--- src/rtl/genscope_monitor.sv ---
// rtl/genscope_monitor.sv - sequence monitor for the genscope counter stream
module genscope_monitor #(
   parameter int GEN      = 1,
   parameter int WIDTH    = 4,
   parameter int LOCK_CNT = 3,
   parameter int ERR_W    = 8
) (
   input  logic             CLK,
   input  logic             RST,
   input  logic [WIDTH-1:0] D,
   input  logic             VALID,
   output logic             LOCKED,
   output logic             DIR,
   output logic             ERR,
   output logic [ERR_W-1:0] ERR_CNT,
   output logic [WIDTH-1:0] LAST
);

   typedef enum logic [1:0] {
      S_IDLE = 2'd0,
      S_ACQ  = 2'd1,
      S_LOCK = 2'd2
   } state_t;

   localparam logic             DIR_RST = (GEN == 1);
   localparam logic [3:0]       LOCK_V  = 4'(LOCK_CNT);
   localparam logic [WIDTH-1:0] STEP_UP = WIDTH'(1);
   localparam logic [WIDTH-1:0] STEP_DN = {WIDTH{1'b1}};
   localparam logic [ERR_W-1:0] CNT_MAX = {ERR_W{1'b1}};

   // Parameter sanity: reject unsupported direction modes and lock lengths
   if (GEN < 0 || GEN > 2) begin : g_gen_chk
      $error("genscope_monitor: GEN must be 0, 1 or 2");
   end
   if (LOCK_CNT < 1 || LOCK_CNT > 15) begin : g_lock_chk
      $error("genscope_monitor: LOCK_CNT must be in 1..15");
   end

   state_t             state, state_n;
   logic [3:0]         gcnt, gcnt_n;
   logic               dir_n;
   logic               err_n;
   logic [ERR_W-1:0]   cnt_n;
   logic [WIDTH-1:0]   last_n;
   logic [WIDTH-1:0]   delta;
   logic               step_up, step_dn, step_fwd;

   // Modular distance from the last accepted sample; wrap steps fall out naturally
   assign delta    = D - LAST;
   assign step_up  = (delta == STEP_UP);
   assign step_dn  = (delta == STEP_DN);
   assign step_fwd = DIR ? step_dn : step_up;

   // Next-state and next-status decode; everything holds while VALID is low
   always_comb begin
      state_n = state;
      gcnt_n  = gcnt;
      dir_n   = DIR;
      err_n   = 1'b0;
      cnt_n   = ERR_CNT;
      last_n  = LAST;
      if (VALID) begin
         last_n = D;
         case (state)
            S_IDLE: begin
               state_n = S_ACQ;
               gcnt_n  = 4'd0;
            end
            S_ACQ: begin
               // Auto mode resolves direction from the first unit step of a run
               if (GEN == 2 && gcnt == 4'd0 && (step_up || step_dn)) begin
                  dir_n  = step_dn;
                  gcnt_n = 4'd1;
                  if (LOCK_V == 4'd1) begin
                     state_n = S_LOCK;
                  end
               end else if (step_fwd) begin
                  gcnt_n = gcnt + 4'd1;
                  if (gcnt + 4'd1 == LOCK_V) begin
                     state_n = S_LOCK;
                  end
               end else begin
                  gcnt_n = 4'd0;
               end
            end
            S_LOCK: begin
               // Any break in lock, a hold included, is a violation
               if (!step_fwd) begin
                  err_n   = 1'b1;
                  state_n = S_ACQ;
                  gcnt_n  = 4'd0;
                  if (ERR_CNT != CNT_MAX) begin
                     cnt_n = ERR_CNT + ERR_W'(1);
                  end
               end
            end
            default: begin
               state_n = S_IDLE;
               gcnt_n  = 4'd0;
            end
         endcase
      end
   end

   // State and status registers; reset discards any sample presented with it
   always_ff @(posedge CLK) begin
      if (RST) begin
         state   <= S_IDLE;
         gcnt    <= 4'd0;
         LOCKED  <= 1'b0;
         DIR     <= DIR_RST;
         ERR     <= 1'b0;
         ERR_CNT <= '0;
         LAST    <= '0;
      end else begin
         state   <= state_n;
         gcnt    <= gcnt_n;
         LOCKED  <= (state_n == S_LOCK);
         DIR     <= dir_n;
         ERR     <= err_n;
         ERR_CNT <= cnt_n;
         LAST    <= last_n;
      end
   end

endmodule

--- config.mk ---
export PLATFORM = sky130hd
export DESIGN_NAME = genscope_monitor
export DESIGN_NICKNAME = d
export VERILOG_FILES = /design/src/rtl/genscope_monitor.sv
export SDC_FILE = /design/constraint.sdc
export NUM_CORES = 1
export LEC_CHECK = 0
export BUFFER_PORTS_ARGS = -buffer_cell sky130_fd_sc_hd__buf_2
export CAP_MARGIN = 25
export CORE_MARGIN = 8
export CORE_UTILIZATION = 41
export CTS_CLUSTER_DIAMETER = 60
export DETAILED_ROUTE_END_ITERATION = 7
export RECOVER_POWER = 100
export SYNTH_ARGS = -nofsm -noshare
export SYNTH_HDL_FRONTEND = slang
export SYNTH_SLANG_ARGS = --single-unit
--- constraint.sdc ---
create_clock -name CLK -period 2.55 [get_ports CLK]
set_clock_uncertainty 0.05 [all_clocks]
set_input_delay 0.3825 -clock CLK [delete_from_list [all_inputs] [get_ports CLK]]
set_output_delay 0.3825 -clock CLK [all_outputs]
set_load 0.02 [all_outputs]
==> impl_metrics.csv <==
group,metric,value,unit
timing,rsz0062_at_grt,"false",
timing,slew-limit-headroom,49.00,%
worst_setup_path,critPathKind,"reg -> reg",
yosys,syn-num-nets,152,
global_routing,grt_usage,10.08,%
timing,fin_crit_sh,93.13,%
yosys,synthTopCellsByCount,"dfxtp_1, a21oi_1, nand2_1",
yosys,synthCells,138,
clock_network,numCtsBuffers,3,
worst_setup_path,r2r_cells,8,
timing,finalCriticalPeriod,2.375,ns
yosys,yosysSeqAreaShare,34.59,%
yosys,synthMuxAreaShare,6.270,%
global_routing,use_met2,17.11,%
clock_network,cts_buffer_depth,2,
cells_and_area,fill_cells,291,
cells_and_area,drive_gt1_share,8.861,%
timing,maxSlewViolCount,0,
global_routing,grt_pass1_vias,1029,
flow_run,drv_cap,0,
power_and_ir_drop,p_leak,0.4714,nW
yosys,synth_edf_count,0,
timing,setup_viol,0,
yosys,synth_cell_type_count,40,
route,drt_pass1_iterations,4,
yosys,synth_compound_area_share,14.59,%
worst_setup_path,crit_path_end_kind,"flip-flop",
floorplanning,start_util,42.71,%
yosys,synth_area_leader_cell,"dfxtp_1",
yosys,synth_xor_xnor_area_share,1.514,%
floorplanning,dieWidth,69.13,um
clock_network,cts-root-buf,"clkbuf_4",
yosys,syn_area,0.001157,mm2
worst_setup_path,crit_required,2.73,ns
clock_network,h-tree-depth,1,
worst_setup_path,r2r_slack,0.18,ns
cells_and_area,synthToLayoutAreaGrowth,10.70,%
cells_and_area,final_nets,173,
timing,worst_pin_slew,0.7651,ns
global_routing,grt_most_used_layer,"met2",
clock_network,clk_latency,0.30,ns
yosys,async_reset_ff_share,0,%
yosys,synth-simple-area-share,29.19,%
route,detail_route.iter0.violations,36,
timing,clock.fmax,0.4211,GHz
power_and_ir_drop,pwr_density_cell,452.7,mW/mm2
route,drtAntennaViolNets,0,
clock_network,path_clk_slew,0.12,ns
hold_path,holdPathStages,3,
placement,portBuffers,20,
cells_and_area,diodes,0,
global_routing,globalRouteMet1Util,11.89,%
global_routing,grt_pass1_wl,4298,um
hold_path,worst_hold_path_type,"in -> reg",
clock_network,cts_tree,"yes",
route,wl_per_cell,13.06,um
floorplanning,dieArea,0.004779,mm2
global_routing,overflow,0,
clock_network,clock-sinks,20,
floorplanning,fp.dieH,69.13,um
power_and_ir_drop,p_total,0.0005800,W
yosys,ys_ff_latch,20,
yosys,synthAdderAreaFrac,8.216,%
yosys,yosys-top-cells-area,"dfxtp_1, ha_1, a21oi_1, mux2i_1, nand3_1",
yosys,ys.flop_type,"dfxtp_1",
global_routing,grt_use_met3,2.575,%
hold_path,holdCritStartpoint,"D[0]",
yosys,synth_top_family_by_area,"simple AND/OR/NAND/NOR gates",
yosys,synth_area_per_cell,8.387,um2
route,vias,1055,
worst_setup_path,cp.arrival,2.55,ns
placement,dpl.hpwl,1859,um
global_routing,grt_antenna_before_repair,0,
route,wirelength,2469,um
global_routing,grt_max_degree,24,
route,drcViolationCount,0,
worst_setup_path,reg2reg_to,"LOCKED",
hold_path,whs_endpoint,"LAST[0]",
yosys,synth_warnings,0,
timing,setup_tns,0,ns
timing,finalHoldViolCount,0,
floorplanning,core,0.002710,mm2
worst_setup_path,cp-start-kind,"flip-flop",
yosys,synth_most_common_cell,"dfxtp_1",
clock_network,cts_setup_buffers,0,
clock_network,hold_buffers,0,
outcome,status,"finished clean",
worst_setup_path,r2r_start,"LAST[0]",
worst_setup_path,critPathMaxFanout,5,
power_and_ir_drop,peakVddDrop,0.2777,mV
clock_network,ctsResizeCount,0,
floorplanning,ios,22,
route,vias_per_cell,5.582,
floorplanning,num_rows,19,
placement,gp_congestion,0.7718,
yosys,synth_top_cell_area_share,34.59,%
sequential cells by signal, indices dropped and copies added (netlist names):
signal,count
ERR,1
gcnt,4
LOCKED,1
ERR_CNT,8
LAST,4
state,2
where the power goes:
part           switching [W]  leakage (nW)  internal (W)
Sequential        0.00000428         0.162      0.000317
Combinational      0.0000472         0.288     0.0000261
Clock              0.0000979        0.0210     0.0000870
Total               0.000149         0.471      0.000431
through the flow:
stage	hold slack [ns]	worst slack, ns	util, %	std cells	instance area [um2]
floorplan	0.4254	0.2000	-	138	1157
global placement	0.4367	0.1048	47.09	185	1276
detailed placement	0.4463	0.03749	47.09	185	1276
CTS	0.2828	0.1931	48.43	189	1313
global route	0.2726	0.04877	47.28	189	1281
finish	0.2770	0.1751	47.28	189	1281
per-layer routing:
metal	wire [um]	share of wire [%]
met1	1208	49
met2	1123	45
met3	107	4.3
met4	30	1.2
met5	0	0
cells by family (layout without fill, tap and decap cells):
logic type      after synthesis  in the layout
simple gates                 60             60
compound gates               28             28
flops                        20             20
buf+inv                      13             33
fa+ha+maj                     7              7
mux                           7              7
xor+xnor                      2              2
other cells                   1              1
worst max-delay path, cell delays in order, from the launching register on:
cell and delay, ns:
dfxtp_1 0.37, ha_1 0.16, inv_1 0.05, fa_1 0.38
xor2_1 0.14, nand3b_1 0.13, or3_1 0.47, or3_4 0.42
a21oi_2 0.14
how the worst max path moves through the flow:
stage / from / cells after the start / endpoint
2_1_floorplan: LAST[0] / 8 / LOCKED
3_3_place_gp: D[0] / 10 / LOCKED
3_5_place_dp: D[0] / 10 / state[1]
4_1_cts: LAST[0] / 8 / LOCKED
5_1_grt: LAST[0] / 8 / LOCKED
6_report: LAST[0] / 8 / LOCKED
layout make-up:
class	count	area (um2)	share of cell area (%)
Inverter	7	26.28	2.051
Tap cell	31	38.79	3.027
Clock buffer	4	36.28	2.832
Timing Repair Buffer	22	93.84	7.324
Multi-Input combinational cell	105	685.7	53.52
Sequential cell	20	400.4	31.25
placed cells by master, fill, tap and decap left out, types with 3 or more instances in the layout:
cell      count
clkbuf_4      3
ha_1          6
inv_1         7
o21ai_1       3
mux2i_1       5
nand2_1      10
o21ai_0       4
nand2b_1      3
clkbuf_1     15
or4_1         3
or3_1         3
o31ai_1       3
nor2b_1       4
nor2_1        9
buf_2         5
dfxtp_1      20
a21oi_1      11
nor3_1        6
nand3_1       9
Note: power is estimated with default switching activity, not from simulation.
